File: config.mk
export PLATFORM = sky130hd
export DESIGN_NAME = fetch_ctrl
export DESIGN_NICKNAME = d
export VERILOG_FILES = /design/src/rtl/fetch_ctrl_pkg.sv /design/src/rtl/fetch_ctrl.sv
export SDC_FILE = /design/constraint.sdc
export NUM_CORES = 1
export LEC_CHECK = 0
export ABC_CLOCK_PERIOD_IN_PS = 2600
export BUFFER_PORTS_ARGS = -buffer_cell sky130_fd_sc_hd__buf_2
export CAP_MARGIN = 20
export CORE_ASPECT_RATIO = 1.25
export CORE_UTILIZATION = 52
export CTS_CLUSTER_SIZE = 25
export DETAILED_ROUTE_END_ITERATION = 10
export PLACE_DENSITY_LB_ADDON = 0.05
export SETUP_SLACK_MARGIN = 0.15
export SLEW_MARGIN = 20
export SYNTH_ARGS = -nofsm -noshare
export SYNTH_HDL_FRONTEND = slang
export SYNTH_SLANG_ARGS = --single-unit
File: constraint.sdc
create_clock -name clk -period 2.6 [get_ports clk]
set_clock_uncertainty 0.2 [all_clocks]
set_input_delay 0.26 -clock clk [delete_from_list [all_inputs] [get_ports clk]]
set_output_delay 0.26 -clock clk [all_outputs]
set_load 0.03 [all_outputs]
File: src/rtl/fetch_ctrl_pkg.sv
// Shared definitions for the fetch sequencer: state encoding, reset PC and
// instruction width.
package fetch_ctrl_pkg;

  typedef enum logic [1:0] {
    ST_IDLE   = 2'd0,
    ST_RUN    = 2'd1,
    ST_DRAIN  = 2'd2,
    ST_HALTED = 2'd3
  } fetch_state_e;

  localparam logic [31:0] RESET_PC_DEFAULT = 32'h0000_3000;
  localparam int unsigned INST_W           = 32;

endpackage

File: src/rtl/fetch_ctrl.sv
// Fetch sequencer: owns the PC, issues req/ack word fetches to instruction
// memory, presents instructions under decode stall, applies redirects/halt.
module fetch_ctrl
  import fetch_ctrl_pkg::*;
#(
  parameter int unsigned       ADDR_W   = 32,
  parameter logic [ADDR_W-1:0] RESET_PC = ADDR_W'(RESET_PC_DEFAULT)
) (
  input  logic              clk,
  input  logic              reset,
  input  logic              redirect_valid,
  input  logic [ADDR_W-1:0] redirect_pc,
  input  logic              halt,
  input  logic              stall,
  output logic              imem_req,
  output logic [ADDR_W-1:0] imem_addr,
  input  logic              imem_ack,
  input  logic [INST_W-1:0] imem_rdata,
  output logic              inst_valid,
  output logic [INST_W-1:0] inst,
  output logic [ADDR_W-1:0] inst_pc,
  output logic [ADDR_W-1:0] inst_pc4,
  output logic              misalign,
  output logic              halted
);

  fetch_state_e      state_q, state_d;
  logic [ADDR_W-1:0] pc_q, pc_d;
  logic [ADDR_W-1:0] hold_addr_q, hold_addr_d;
  logic [ADDR_W-1:0] inst_pc_q, inst_pc_d;
  logic [INST_W-1:0] inst_q, inst_d;
  logic              valid_q, valid_d;
  logic              misalign_q, misalign_d;
  logic              halt_pend_q, halt_pend_d;

  logic              req;
  logic [ADDR_W-1:0] addr;
  logic              outstanding;
  logic [ADDR_W-1:0] redir_aligned;

  assign redir_aligned = {redirect_pc[ADDR_W-1:2], 2'b00};

  always_comb begin
    req  = 1'b0;
    addr = pc_q;
    unique case (state_q)
      ST_RUN:   req = !valid_q || !stall;
      ST_DRAIN: begin
        req  = 1'b1;
        addr = hold_addr_q;
      end
      default: ;
    endcase
  end

  assign outstanding = req && !imem_ack;

  always_comb begin
    state_d     = state_q;
    pc_d        = pc_q;
    hold_addr_d = hold_addr_q;
    inst_pc_d   = inst_pc_q;
    inst_d      = inst_q;
    valid_d     = valid_q;
    misalign_d  = 1'b0;
    halt_pend_d = halt_pend_q;

    unique case (state_q)
      ST_IDLE: state_d = ST_RUN;

      ST_RUN: begin
        if (valid_q && !stall) valid_d = 1'b0;
        // A request already on the bus must finish before leaving RUN, so
        // halt and redirect both park in DRAIN with the old address held.
        if (halt) begin
          valid_d = 1'b0;
          if (outstanding) begin
            state_d     = ST_DRAIN;
            hold_addr_d = pc_q;
            halt_pend_d = 1'b1;
          end else begin
            state_d = ST_HALTED;
          end
        end else if (redirect_valid) begin
          valid_d    = 1'b0;
          pc_d       = redir_aligned;
          misalign_d = |redirect_pc[1:0];
          if (outstanding) begin
            state_d     = ST_DRAIN;
            hold_addr_d = pc_q;
          end
        end else if (req && imem_ack) begin
          inst_d    = imem_rdata;
          inst_pc_d = pc_q;
          valid_d   = 1'b1;
          pc_d      = pc_q + ADDR_W'(4);
        end
      end

      ST_DRAIN: begin
        if (halt) begin
          halt_pend_d = 1'b1;
        end else if (redirect_valid && !halt_pend_q) begin
          pc_d       = redir_aligned;
          misalign_d = |redirect_pc[1:0];
        end
        if (imem_ack) begin
          halt_pend_d = 1'b0;
          state_d     = (halt || halt_pend_q) ? ST_HALTED : ST_RUN;
        end
      end

      default: ;
    endcase
  end

  always_ff @(posedge clk or negedge reset) begin
    if (!reset) begin
      state_q     <= ST_IDLE;
      pc_q        <= RESET_PC;
      hold_addr_q <= '0;
      inst_pc_q   <= '0;
      inst_q      <= '0;
      valid_q     <= 1'b0;
      misalign_q  <= 1'b0;
      halt_pend_q <= 1'b0;
    end else begin
      state_q     <= state_d;
      pc_q        <= pc_d;
      hold_addr_q <= hold_addr_d;
      inst_pc_q   <= inst_pc_d;
      inst_q      <= inst_d;
      valid_q     <= valid_d;
      misalign_q  <= misalign_d;
      halt_pend_q <= halt_pend_d;
    end
  end

  assign imem_req   = req;
  assign imem_addr  = addr;
  assign inst_valid = valid_q;
  assign inst       = inst_q;
  assign inst_pc    = inst_pc_q;
  assign inst_pc4   = inst_pc_q + ADDR_W'(4);
  assign misalign   = misalign_q;
  assign halted     = (state_q == ST_HALTED);

endmodule

==> results.yml <==
run_status:
  status: "complete, no violations"
clock_network:
  clock_path_buffers: 2
  ctsHtreeMaxLevel: 4
  cts-root-buf: "clkbuf_16"
  cts_inserted_buffers: 17
  cts_tree: "yes"
  cts.sinks: 127
  cts.reportedPaths.clkPinSlew_ns: 0.06
  clock_latency_ns: 0.41
drt:
  first_pass_iters: 4
  drtAntennaViolNets: 0
  drc_errors: 0
  wl_per_cell_um: 17.84
  routed_wl_um: 18970
  vias: 5999
  first_iter_violations: 269
  vias_per_cell: 5.643
setup_path:
  critPathLaunchType: "register"
  cp.arrival_ns: 2.08
  critPathKind: "register to primary output"
  cpMostUsedCell: "buf_4"
  critPathSlowestCell: "dfrtp_1"
  cpPeakStageDelay_ns: 0.36
  cp.required_ns: 2.14
  critical_path.cell_chain: "and3_4 -> buf_4 -> nand3_4 -> nor4_4 -> buf_4 -> nand2_1 -> xnor2_2 -> buf_6"
  critPathMaxFanout: 3
  cp-end-kind: "primary output"
die:
  placeableCoreArea_um2: 12330
  dieHeight_um: 128.6
  start_util_pct: 54.10
  die_width_um: 103.3
  ioPinCount: 202
  die-area_um2: 13290
  rows: 45
grt:
  antenna_found_initial: 0
  grt_max_degree: 62
  track_usage_pct: 29.17
  grt_first_pass_wirelength_um: 29370
  grt_overflow: 0
  grt_pass1_vias: 5938
timing:
  hold_ws_ns: 0.005745
  relSlewSlack_pct: 67.19
  finalCritPeriodShare_pct: 97.55
  tightest_slew_ns: 0.4852
  final_max_slew_viol_count: 0
  finalHoldViolations: 0
  period_minus_slack_ns: 2.536
  rsz0062_at_grt: "yes"
  max_clock_freq_ghz: 0.3943
  setup_viol: 0
place:
  gp_congestion: 0.8447
  numPortBuffers: 195
  dp.cells: 957
  post-dp-hpwl_um: 12400
finish:
  nets: 963
  n_antenna_cell: 0
  layout.cells.non_filler: 1063
  area_growth_pct: 47.02
  fin_util_pct: 79.54
  drive_gt1_share_pct: 52.17
logic_synthesis:
  ys_top_cells_by_count: "125 x dfrtp_1, 122 x mux2_2, 45 x nand2_1, 35 x a21oi_1, 29 x nand3_1"
  synth_flop_cell: "dfrtp_1"
  syn_inst: 599
  synth_top_area_share_pct: 46.89
  synth_top_area_cell: "dfrtp_1"
  netlist_top_cells_area: "dfrtp_1 47%, mux2_2 21%, xnor2_1 3.0%, a21oi_1 2.6%, nand2_1 2.5%"
  async_flop_share_pct: 100.0
  synth_most_common_cell: "dfrtp_1"
  ys_warn_count: 0
  synthDistinctLibCells: 60
  yosysSeqAreaShare_pct: 47.67
  synth_edf_count: 0
  ys_ff_latch: 127
  syn_avg_cell_area_um2: 11.14
  syn_area_um2: 6671
job:
  maxCapViolCount: 0
hold_path:
  hp-class: "input pin to register"
power_and_ir_drop:
  irDropWorstVdd_v: 0.001029
  p_per_area_nw_per_um2: 1350
  p_leak_nw: 4.685
## worst max-delay path, delay by kind of cell (launching register included)
| kind | cells | cell delay (ns) |
|---|---|---|
| xor gates and xnor gates | 1 | 0.17 |
| buffers and inverters | 3 | 0.46 |
| DFF | 1 | 0.36 |
| and+or+nand+nor | 4 | 0.66 |
## sequential cells by signal, indices dropped and copies added, names as in the netlist
name	count
halt_pend_q	1
hold_addr_q	30
inst	32
inst_pc	30
inst_valid	1
misalign	1
pc_q	30
state_q	2
## cells in the final DEF, fill, tap and decap left out, types with 11 or more instances in the layout
cell / n
a21oi_1: 35
dfrtp_1: 124
buf_6: 15
a2bb2oi_1: 11
mux2_2: 122
dlygate4sd3_1: 56
nor2_1: 19
o21ai_0: 19
o22ai_1: 12
buf_2: 175
nand4_1: 16
buf_4: 53
xnor2_2: 13
nand3_1: 20
clkbuf_16: 17
nand2_1: 41
## report_power, final
group          total, W  internal [W]  switching [W]
Sequential      0.00386       0.00291       0.000946
Combinational   0.00675       0.00275        0.00401
Clock           0.00263       0.00172       0.000915
## layout make-up
type | count | area [um2]
flip-flops and latches | 127 | 3182
well taps | 164 | 205.2
repair buffers | 307 | 2153
clock inverters | 15 | 234.0
clock buffers | 17 | 425.4
fillers | 786 | 2522
inverters | 7 | 26.28
multi-input cells | 426 | 3582
## per-layer routing
layer / track usage (%) / part of all wire [%] / vias to the layer above
met5: 0 / 0 / -
met4: 8.368 / 1.6 / 0
met3: 5.921 / 4.9 / 29
met2: 53.57 / 55 / 217
met1: 33.92 / 39 / 2992
li1: - / - / 2761
## per-stage QoR
step           setup WS, ns  setup TNS (ns)  instance area (um2)  power, W
6_report            0.06376               0                 9808   0.01324
5_1_grt            -0.03846         -0.1333                 9808   0.01391
4_1_cts             0.09800               0                 9599   0.01306
3_5_place_dp        0.02722               0                 8097   0.01007
3_3_place_gp         0.2144               0                 8097  0.009878
2_1_floorplan        0.1768               0                 6773  0.008089
## kinds of logic (layout without fill, tap and decap cells)
kind of cell | Yosys count | after routing | share of synthesized area [%]
AO/OA/AOI/OAI | 101 | 101 | 9.640
AND/OR/NAND/NOR | 160 | 160 | 13.11
buffers and inverters | 51 | 346 | 3.639
adder cells (fa/ha/maj) | 7 | 7 | 1.313
flip-flops | 127 | 127 | 47.67
other | 1 | 6 | 0.05621
multiplexers | 124 | 124 | 20.89
XOR/XNOR | 28 | 28 | 3.676
## path summary, 6_finish.rpt
kind | depth (start not counted) | slack (ns) | from | to
min reg2reg | 1 | 0.30 | inst[19] | inst[19]
min in group asynchronous | 2 | 0.14 | reset | inst[4]
max in group asynchronous | 3 | 1.32 | reset | pc_q[12]
max | 8 | 0.06 | inst_pc[7] | inst_pc4[25]
max reg2reg | 7 | 0.12 | state_q[1] | misalign
min | 3 | 0.006 | redirect_pc[7] | pc_q[7]
## what timing repair did
action	in CTS	in global routing
pin swaps	9	9
cloned	1	0
setup endpoints to repair	137	131
resized for setup	41	47
hold buffers	55	1
setup buffers	14	3
hold endpoints to repair	98	1
(Power assumes the default switching activity.)
